--- src/rtl/mem_ctrl_pkg.sv ---
// Shared constants for the byte-serial memory controller: widths, size codes,
// FSM state codes and the requester identity type.
package mem_ctrl_pkg;

  localparam int unsigned ByteW = 8;
  localparam int unsigned WordW = 32;

  localparam logic [1:0] SizeByte = 2'b00;
  localparam logic [1:0] SizeHalf = 2'b01;
  localparam logic [1:0] SizeWord = 2'b10;

  localparam logic [1:0] StIdle   = 2'd0;
  localparam logic [1:0] StRead   = 2'd1;
  localparam logic [1:0] StWrite  = 2'd2;
  localparam logic [1:0] StIoWait = 2'd3;

  typedef enum logic {
    GrantIf = 1'b0,
    GrantLs = 1'b1
  } grant_e;

  // Number of byte beats for an access size; the illegal code 11 is handled as a word.
  function automatic logic [2:0] beats_for_size(input logic [1:0] size);
    case (size)
      SizeByte: beats_for_size = 3'd1;
      SizeHalf: beats_for_size = 3'd2;
      SizeWord: beats_for_size = 3'd4;
      default:  beats_for_size = 3'd4;
    endcase
  endfunction

endpackage

--- src/rtl/mem_ctrl_byte_asm.sv ---
// Inserts one RAM byte into its lane of a partially assembled 32-bit word.
module mem_ctrl_byte_asm
  import mem_ctrl_pkg::*;
(
  input  logic [WordW-1:0] word_i,
  input  logic [ByteW-1:0] byte_i,
  input  logic [1:0]       lane_i,
  output logic [WordW-1:0] word_o
);

  // OR the byte into lane_i; lanes not yet filled are zero.
  always_comb begin
    word_o = word_i | (WordW'(byte_i) << {lane_i, 3'b000});
  end

endmodule

--- src/rtl/mem_ctrl.sv ---
// Byte-wide RAM port arbiter between instruction fetch and the load/store unit.
// Each granted access is serialised into 1, 2 or 4 byte beats.
module mem_ctrl
  import mem_ctrl_pkg::*;
#(
  parameter int unsigned ADDR_W  = 32,
  parameter logic [1:0]  IO_BASE = 2'b11
) (
  input  logic              clk,
  input  logic              rst,
  input  logic              rdy,
  input  logic              clear,
  input  logic              io_buffer_full,
  input  logic [ByteW-1:0]  mem_din,
  output logic [ByteW-1:0]  mem_dout,
  output logic [ADDR_W-1:0] mem_a,
  output logic              mem_wr,
  input  logic              if_valid,
  input  logic [ADDR_W-1:0] if_addr,
  output logic              if_done,
  output logic [WordW-1:0]  if_data,
  input  logic              ls_valid,
  input  logic              ls_write,
  input  logic [1:0]        ls_size,
  input  logic [ADDR_W-1:0] ls_addr,
  input  logic [WordW-1:0]  ls_wdata,
  output logic              ls_done,
  output logic [WordW-1:0]  ls_rdata
);

  localparam int unsigned RestW = WordW - ByteW;

  logic [1:0]        state_q, state_d;
  logic [2:0]        cnt_q, cnt_d;
  logic [2:0]        n_q, n_d;
  logic [ADDR_W-1:0] mem_a_q, mem_a_d;
  logic [RestW-1:0]  wdata_q, wdata_d;
  logic [ByteW-1:0]  mem_dout_q, mem_dout_d;
  grant_e            owner_q, owner_d;
  grant_e            last_grant_q, last_grant_d;
  logic [WordW-1:0]  buf_q, buf_d;
  logic [WordW-1:0]  if_data_q, if_data_d;
  logic [WordW-1:0]  ls_rdata_q, ls_rdata_d;
  logic              if_done_q, if_done_d;
  logic              ls_done_q, ls_done_d;

  logic [WordW-1:0]  asm_word;
  logic [1:0]        asm_lane;
  logic              can_grant, grant_if, grant_ls;

  // Beat j of a read samples the byte addressed in beat j-1.
  assign asm_lane = cnt_q[1:0] - 2'd1;

  mem_ctrl_byte_asm u_byte_asm (
    .word_i (buf_q),
    .byte_i (mem_din),
    .lane_i (asm_lane),
    .word_o (asm_word)
  );

  // Round-robin arbitration; no grant while a done pulse is still visible to its requester.
  always_comb begin
    can_grant = (state_q == StIdle) && !clear && !if_done_q && !ls_done_q;
    grant_ls  = 1'b0;
    grant_if  = 1'b0;
    if (can_grant) begin
      if (ls_valid && if_valid) begin
        grant_ls = (last_grant_q == GrantIf);
        grant_if = (last_grant_q == GrantLs);
      end else begin
        grant_ls = ls_valid;
        grant_if = if_valid;
      end
    end
  end

  // Controller next state; everything holds while rdy is low.
  always_comb begin
    state_d      = state_q;
    cnt_d        = cnt_q;
    n_d          = n_q;
    mem_a_d      = mem_a_q;
    wdata_d      = wdata_q;
    mem_dout_d   = mem_dout_q;
    owner_d      = owner_q;
    last_grant_d = last_grant_q;
    buf_d        = buf_q;
    if_data_d    = if_data_q;
    ls_rdata_d   = ls_rdata_q;
    if_done_d    = if_done_q;
    ls_done_d    = ls_done_q;
    if (rdy) begin
      if_done_d = 1'b0;
      ls_done_d = 1'b0;
      unique case (state_q)
        StIdle: begin
          if (grant_ls) begin
            owner_d      = GrantLs;
            last_grant_d = GrantLs;
            mem_a_d      = ls_addr;
            n_d          = beats_for_size(ls_size);
            cnt_d        = 3'd0;
            buf_d        = '0;
            if (ls_write) begin
              mem_dout_d = ls_wdata[ByteW-1:0];
              wdata_d    = ls_wdata[WordW-1:ByteW];
              state_d    = (ls_addr[17:16] == IO_BASE && io_buffer_full) ? StIoWait : StWrite;
            end else begin
              state_d = StRead;
            end
          end else if (grant_if) begin
            owner_d      = GrantIf;
            last_grant_d = GrantIf;
            mem_a_d      = if_addr;
            n_d          = beats_for_size(SizeWord);
            cnt_d        = 3'd0;
            buf_d        = '0;
            state_d      = StRead;
          end
        end
        StRead: begin
          if (clear) begin
            state_d = StIdle;
          end else begin
            if (cnt_q != 3'd0) buf_d = asm_word;
            if (cnt_q == n_q) begin
              state_d = StIdle;
              if (owner_q == GrantIf) begin
                if_done_d = 1'b1;
                if_data_d = asm_word;
              end else begin
                ls_done_d  = 1'b1;
                ls_rdata_d = asm_word;
              end
            end else begin
              cnt_d = cnt_q + 3'd1;
              if (cnt_q + 3'd1 < n_q) mem_a_d = mem_a_q + ADDR_W'(1);
            end
          end
        end
        // Stores are committed: clear does not abort them.
        StWrite: begin
          if (cnt_q + 3'd1 == n_q) begin
            state_d   = StIdle;
            ls_done_d = 1'b1;
          end else begin
            cnt_d      = cnt_q + 3'd1;
            mem_a_d    = mem_a_q + ADDR_W'(1);
            mem_dout_d = wdata_q[ByteW-1:0];
            wdata_d    = {{ByteW{1'b0}}, wdata_q[RestW-1:ByteW]};
          end
        end
        StIoWait: begin
          if (!io_buffer_full) state_d = StWrite;
        end
        default: state_d = StIdle;
      endcase
    end
  end

  // State and output registers.
  always_ff @(posedge clk or posedge rst) begin
    if (rst) begin
      state_q      <= StIdle;
      cnt_q        <= 3'd0;
      n_q          <= 3'd0;
      mem_a_q      <= '0;
      wdata_q      <= '0;
      mem_dout_q   <= '0;
      owner_q      <= GrantIf;
      last_grant_q <= GrantIf;
      buf_q        <= '0;
      if_data_q    <= '0;
      ls_rdata_q   <= '0;
      if_done_q    <= 1'b0;
      ls_done_q    <= 1'b0;
    end else begin
      state_q      <= state_d;
      cnt_q        <= cnt_d;
      n_q          <= n_d;
      mem_a_q      <= mem_a_d;
      wdata_q      <= wdata_d;
      mem_dout_q   <= mem_dout_d;
      owner_q      <= owner_d;
      last_grant_q <= last_grant_d;
      buf_q        <= buf_d;
      if_data_q    <= if_data_d;
      ls_rdata_q   <= ls_rdata_d;
      if_done_q    <= if_done_d;
      ls_done_q    <= ls_done_d;
    end
  end

  assign mem_wr   = (state_q == StWrite) && rdy;
  assign mem_a    = mem_a_q;
  assign mem_dout = mem_dout_q;
  assign if_done  = if_done_q;
  assign if_data  = if_data_q;
  assign ls_done  = ls_done_q;
  assign ls_rdata = ls_rdata_q;

endmodule

--- config.mk ---
export PLATFORM = sky130hd
export DESIGN_NAME = mem_ctrl
export DESIGN_NICKNAME = d
export VERILOG_FILES = /design/src/rtl/mem_ctrl_pkg.sv /design/src/rtl/mem_ctrl_byte_asm.sv /design/src/rtl/mem_ctrl.sv
export SDC_FILE = /design/constraint.sdc
export NUM_CORES = 1
export LEC_CHECK = 0
export CORE_ASPECT_RATIO = 0.7
export CORE_UTILIZATION = 49
export DETAILED_ROUTE_END_ITERATION = 12
export PLACE_DENSITY_LB_ADDON = 0.15
export SYNTH_ARGS = -nofsm -noshare
export SYNTH_HDL_FRONTEND = slang
export SYNTH_SLANG_ARGS = --single-unit
export TNS_END_PERCENT = 20
--- constraint.sdc ---
create_clock -name clk -period 9.24 [get_ports clk]
set_clock_uncertainty 0.2 [all_clocks]
set_input_delay 2.772 -clock clk [delete_from_list [all_inputs] [get_ports clk]]
set_output_delay 2.772 -clock clk [all_outputs]
set_load 0.005 [all_outputs]
# == Word-level counts from Yosys, hierarchy flattened ==
# Cells that the tools add are included.
# op_classes
add_sub_neg,3
multipliers,0
div_mod_pow,0
order_cmp,1
n_eq_ne,18
shift,1
n_mux,53
bitwise,3
reduce_logical,24
# op_table
operator,count
$mux W32,10
$pmux W32 S3,1
$mux W24,3
$pmux W32 S2,1
$pmux W24 S2,1
$add A32 B1 Y32 const B,1
$or A32 B32 Y32,1
$shl A8 B5 Y32,1
$reduce_and A5 Y1,5
$mux W8,3
$mux W3,7
$ne A2 B2 Y1 const B,9
$pmux W8 S2,1
$mux W1,15
$mux W2,7
$pmux W3 S3,1
$pmux W2 S4,1
$reduce_and A7 Y1,1
$eq A2 B2 Y1 const B,3
$eq A3 B3 Y1,2
$logic_and A1 B1 Y1,6
$ne A3 B3 Y1 const B,2
$pmux W3 S2,1
$reduce_and A6 Y1,1
11 further kinds,19
# word_totals
reg_bits,171
latch_bits,0
ramBits,0
rom_bits,0
input_bits,114
output_inout_bits,107
word_cells,115
memories,0

# == Longest topological paths before layout ==
# Gate-level depths: netlist of the first run.
# logic_depth
word_depth,8
depth_mapped,11

# == By module ==
# Synthesis of the first run repeated with hierarchy kept, for this count alone.
# hier_totals
cells_unflattened,842
area_unflattened_um2,8550.7
# by_module_without_submodules
module,n_inst,cells_per_inst,area_per_inst_um2,seq_area_each_um2
mem_ctrl,1,803,8270.4,4279.1
mem_ctrl_byte_asm,1,39,280.3,0.0

# == Worst setup path before layout of the first run ==
# OpenSTA, ideal clock, no wires.
# synth_timing
path_kind,input port to output port
from,input port rdy
to,output port mem_wr
arrival_ps,3486
t_required_ps,6268
path_slack_ps,2782
cell_stages,3
path_buffers,2
path_cell_list,clkbuf_1 clkbuf_1 and2_1
# synth_via
elab_chain_cells,1
# synth_lines
element,line_no,text
from (decl),mem_ctrl.sv:11,"input logic rdy,"
$logic_and A1 B1 Y1,mem_ctrl.sv:194,assign mem_wr = (state_q == StWrite) && rdy;
to (decl),mem_ctrl.sv:17,"output logic mem_wr,"
# No other way between the ends.

# == Worst setup path in the final report of the first run ==
# Ends and elaborated chain as after synthesis.

==> impl_metrics.tcl, run 1 <==
set metrics [dict create \
    tns_ns 0 \
    n_fill_cell 1351 \
    path_class "input port to output pin" \
    hold_viol_final 0 \
    final_common_cell "clkdlybuf4s50_1" \
    p_per_area_nw_per_um2 318.0 \
    hpwl_mm 15.73 \
    worstRegToRegCells 8 \
    yosysTopAreaCellShare 0.5041 \
    synth_area_per_cell_um2 9.625 \
    grt_max_degree 97 \
    die_w_um 159.3 \
    pin_count 221 \
    path_depth 4 \
    drt-initial-drc-count 795 \
    design_area_um2 11370 \
    crit_fanout 41 \
    p_leak_nw 4.779 \
    slew_violations 0 \
    post-route-period-util 0.7867 \
    wl_mm 22.62 \
    syn-cell-area_um2 8489 \
    syn-num-nets 1006 \
    min_path_cells 2 \
    cp_data_required_time_ns 6.27 \
    clockRootBuffer "clkbuf_16" \
    drive_gt1_frac 0.07642 \
    first_pass_iters 5 \
    multi_input_area_um2 3875 \
    clock_path_buffers 2 \
    cp-end-kind "output pin" \
    synth_cell_types 66 \
    peakVddDrop_v 0.0001774 \
    relSlewSlack 0.3493 \
    path_cells "clkdlybuf4s50_1, buf_4, and2_1, clkdlybuf4s50_1" \
    cp.arrival_ns 4.30 \
    hold_class "flop to flop" \
    fin_nets 1184 \
    cts_setup_buffers 0 \
    cts_sinks 171 \
    fin_crit_ns 7.269 \
    cp-start-kind "input port" \
    maxCapViolCount 0 \
    synth-seq-cells 171 \
    tightest_slew_ns 0.9760 \
    vias 7579 \
    status "complete, no violations" \
    hold_buffers 0 \
    cts_resized 0 \
    cts_made_buffers 17 \
    clk_latency_ns 0.43 \
    max_freq_ghz 0.1376 \
    track_usage 0.2659 \
    async_flop_share 1.000 \
    fp.dieH_um 112.1 \
    core_area_um2 16640 \
    dpl_cell_area_um2 10780 \
    port-buffer-count 220 \
    grt_setup_unrepaired "no" \
    place.gp.congestion 0.8426 \
    vias_per_cell 5.834 \
    layout_common_cells "clkdlybuf4s50_1 (220), dfrtp_1 (171), nand2_1 (121)" \
    dieArea_um2 17860 \
    grt.overflow.total 0 \
    drc_errors 0 \
    syn_to_final_growth_pct 33.96 \
    slowest_delay_ns 0.51 \
    critPathTopFamily "buffers and inverters" \
    synth_top_cell_by_area "dfrtp_1" \
    initial_utilization 0.5102 \
    syn-instance-count 882 \
    slowest_stage "clkdlybuf4s50_1" \
    cts_tree "built" \
    post_drt_wl_per_cell_um 17.41 \
    cp_num_buf_inv 3 \
    grt_pass1_wl_mm 37.89 \
    rows 39 \
    synth-warning-count 0 \
    setup_viol 0 \
    synth_area_leaders "dfrtp_1 (50%), o21ai_0 (6.1%), nand2_1 (5.4%)" \
    seq_area_um2 4279 \
    grt_pass1_vias 7135 \
    cts.reportedPaths.clkPinSlew_ns 0.07 \
    antenna_found_initial 1 \
    synth_edf_count 0 \
    yosysSeqAreaShare 0.5041 \
    htree_levels 4 \
    path_common_cell "clkdlybuf4s50_1" \
    synthFlopType "dfrtp_1" \
    ant_nets 0 \
]
## metal layers
layer	vias to the layer above	wire (um)	GRT usage	part of all wire
met3	29	1646	0.05322	0.073
li1	3605	-	-	-
met1	3629	10560	0.3937	0.47
met5	-	0	0	0
met4	0	431	0.09679	0.019
met2	316	9973	0.3868	0.44
## worst reg2reg max path, cell delays in order, from the launching register on
cell and delay (ns):
dfrtp_1 0.49, inv_1 0.16, ha_1 0.49, ha_1 0.31
nor2b_1 0.14, o21a_1 0.20, o41a_1 0.57, nor2_2 0.77
mux2_2 0.41
## cell families after synthesis
logic type               share of synthesized area
AO/OA/AOI/OAI                               0.2143
XOR/XNOR                                  0.002064
adder cells (fa/ha/maj)                    0.01474
buffers and inverters                      0.04245
flip-flops                                  0.5041
multiplexers                               0.07222
AND/OR/NAND/NOR                             0.1502
## power by group
group	total, mW	internal (mW)	switching, mW
Combinational	1.62	0.759	0.862
Clock	0.723	0.391	0.332
Sequential	1.27	1.04	0.237
Total	3.62	2.19	1.43
## final cells by class
type                    instances  share of cell area
flip-flops and latches        171              0.3763
multi-input cells             624              0.3407
repair buffers                230              0.2002
clock buffers                  18             0.03862
well taps                     225             0.02476
clock inverters                14             0.01342
inverters                      16            0.005721
diodes                          1           0.0002200
## final timing paths
path / end / startpoint / slack (ns)
setup / recovery: mem_wr / rdy / 1.97
hold / removal: mem_dout[7]$_DFFE_PP0P_ / mem_dout[7]$_DFFE_PP0P_ / 0.28
setup reg to reg: mem_a[1]$_DFFE_PP0P_ / cnt_q[0]$_DFFE_PP0P_ / 5.38
hold reg to reg: mem_dout[7]$_DFFE_PP0P_ / mem_dout[7]$_DFFE_PP0P_ / 0.28
max in group asynchronous: buf_q[0]$_DFFE_PP0P_ / rst / 4.69
min in group asynchronous: if_data[9]$_DFFE_PP0P_ / rst / 2.67
## registers in the layout (all words and copies together) (netlist names)
name and count:
buf_q 32, if_data 32, ls_rdata 32, mem_a 32, wdata_q 24, mem_dout 8
cnt_q 3, n_q 3, state_q 2, if_done 1, last_grant_q 1, ls_done 1
## stage by stage
stage          instances  total power, mW  hold WS (ns)  utilization  setup WS (ns)
2_1_floorplan        882            2.215        0.2496            -          1.636
3_3_place_gp        1266            2.856        0.2603       0.6477          1.949
3_5_place_dp        1266            2.895        0.2687       0.6477          1.965
4_1_cts             1298            3.624        0.2850       0.6833          1.968
5_1_grt             1299            3.881        0.2965       0.6834          1.908
6_report            1299            3.616        0.2787       0.6834          1.971
## synthesized netlist by cell type (3+ instances only)
cell,count
dfrtp_1,171
nand2_1,121
o21ai_0,103
a21oi_1,60
nor2_1,51
a31oi_1,50
clkbuf_1,48
mux2i_1,41
mux2_2,18
nand3_1,18
inv_1,16
nand4_1,14
buf_1,13
ha_1,10
a221oi_1,9
a22o_1,9
a41o_1,9
and3_1,8
o41ai_1,8
o31ai_1,7
and4_1,6
nor2b_1,6
nor3_1,6
o22ai_1,6
buf_2,5
or4_1,5
nand2b_1,4
a211oi_1,3
and2_1,3
buf_6,3
No activity file was read; power rests on OpenSTA's default activity.
==> inputs of run 2 (changes only) <==
==> constraint.sdc (replaced) <==
create_clock -name clk -period 7.1 [get_ports clk]
set_clock_uncertainty 0.2 [all_clocks]
set_input_delay 2.13 -clock clk [delete_from_list [all_inputs] [get_ports clk]]
set_output_delay 2.13 -clock clk [all_outputs]
set_load 0.005 [all_outputs]
==> run 2 against run 1 <==
- final cell count unchanged
- clock-buffer cell count rose by 2
- highest routed layer unchanged
- sequential power is 31% higher
- routed wire length increased by 1.6%
- sequential share of layout area grew 0.14 points
- sequential cell count is the same
- largest cell class unchanged
==> impl_metrics.tcl, run 2 (synthesized netlist as in run 1, its figures left out) <==
set metrics [dict create \
    initial_utilization 0.5102 \
    fp.dieH_um 112.1 \
    cts_made_buffers 17 \
    place.gp.congestion 0.8682 \
    reg2reg_from "cnt_q[0]$_DFFE_PP0P_" \
    cts_tree "built" \
    drive_gt1_frac 0.07449 \
    tns_ns 0 \
    hpwl_mm 16.09 \
    htree_levels 4 \
    fin_ws_ns 1.513 \
    crit_fanout 2 \
    vias 7624 \
    post_drt_wl_per_cell_um 17.69 \
    port-buffer-count 220 \
    die_w_um 159.3 \
    hold_class "flop to flop" \
    fin_util 0.6809 \
    antenna-diode-count 0 \
    grt.overflow.total 0 \
    post-place-ws_ns 1.481 \
    core_area_um2 16640 \
    clk_latency_ns 0.42 \
    syn_to_final_growth_pct 33.46 \
    vias_per_cell 5.869 \
    cp-start-kind "input port" \
    wl_mm 22.98 \
    cts.reportedPaths.clkPinSlew_ns 0.07 \
    grt_setup_unrepaired "no" \
    pin_count 221 \
    slew_violations 0 \
    rows 39 \
    hold_viol_final 0 \
    layout_common_cells "clkdlybuf4s50_1 (220), dfrtp_1 (171), nand2_1 (121)" \
    first_pass_iters 5 \
    cp-end-kind "output pin" \
    track_usage 0.2643 \
    ant_nets 0 \
    grt_pass1_vias 7118 \
    drt-initial-drc-count 685 \
    clockRootBuffer "clkbuf_16" \
    cts_setup_buffers 0 \
    cts_sinks 171 \
    hp-start "if_data[7]$_DFFE_PP0P_" \
    dieArea_um2 17860 \
    peakVddDrop_v 0.0002295 \
    grt_pass1_wl_mm 37.79 \
    max_freq_ghz 0.1790 \
    cp.arrival_ns 3.26 \
    grt_max_degree 84 \
    fin_crit_ns 5.587 \
    cts_resized 0 \
    maxCapViolCount 0 \
    clock_path_buffers 2 \
    cp_data_required_time_ns 4.77 \
    relSlewSlack 0.3075 \
    setup_viol 0 \
    hold_buffers 0 \
    p_leak_nw 4.749 \
    p_per_area_nw_per_um2 410.4 \
    post-route-period-util 0.7870 \
    cp-startpoint "rdy" \
    path_class "input port to output pin" \
    tightest_slew_ns 1.035 \
    status "complete, no violations" \
    fin_nets 1185 \
    drc_errors 0 \
    power_mw 4.649 \
    antenna_found_initial 0 \
    final_common_cell "clkdlybuf4s50_1" \
]
[run 2: per-layer routing]
metal,GRT usage,routed length (um),vias up
met4,0.06154,257,0
met3,0.07206,2069,26
met1,0.3894,10550,3639
li1,-,-,3604
met2,0.3877,10100,355
met5,0,0,-
[run 2: stage by stage]
step	std cells	instance area (um^2)	hold slack, ns
floorplan	882	8489	0.2496
finish	1299	11330	0.2783
global route	1299	11330	0.2973
global placement	1267	10790	0.2602
CTS	1299	11330	0.2849
detailed placement	1267	10790	0.2706
[run 2: critical path, cell delays in order]
cell and delay [ns]:
clkdlybuf4s50_1 0.48, and2_1 0.12, clkdlybuf4s50_1 0.53
[run 2: final cells by class]
class	instances	area [um^2]
Timing Repair Buffer	231	2285
Clock inverter	12	107.6
Inverter	16	65.06
Multi-Input combinational cell	624	3875
Fill cell	1385	5310
Sequential cell	171	4279
Clock buffer	20	436.7
Tap cell	225	281.5
[run 2: final timing paths]
check | to | slack (ns) | cells after the start
worst max-delay path | mem_wr | 1.51 | 3
worst min-delay path | if_data[7]$_DFFE_PP0P_ | 0.28 | 2
worst max register to register | mem_a[1]$_DFFE_PP0P_ | 3.20 | 8
worst min register to register | if_data[7]$_DFFE_PP0P_ | 0.28 | 2
max in group asynchronous | ls_rdata[2]$_DFFE_PP0P_ | 3.64 | 3
min in group asynchronous | if_data[11]$_DFFE_PP0P_ | 2.01 | 2
[run 2: where the power goes]
part | switching, mW | internal (mW) | total [mW] | leakage, nW
clock | 0.412 | 0.458 | 0.870 | 0.257
combinational | 1.13 | 0.990 | 2.12 | 2.28
sequential | 0.309 | 1.35 | 1.66 | 2.22
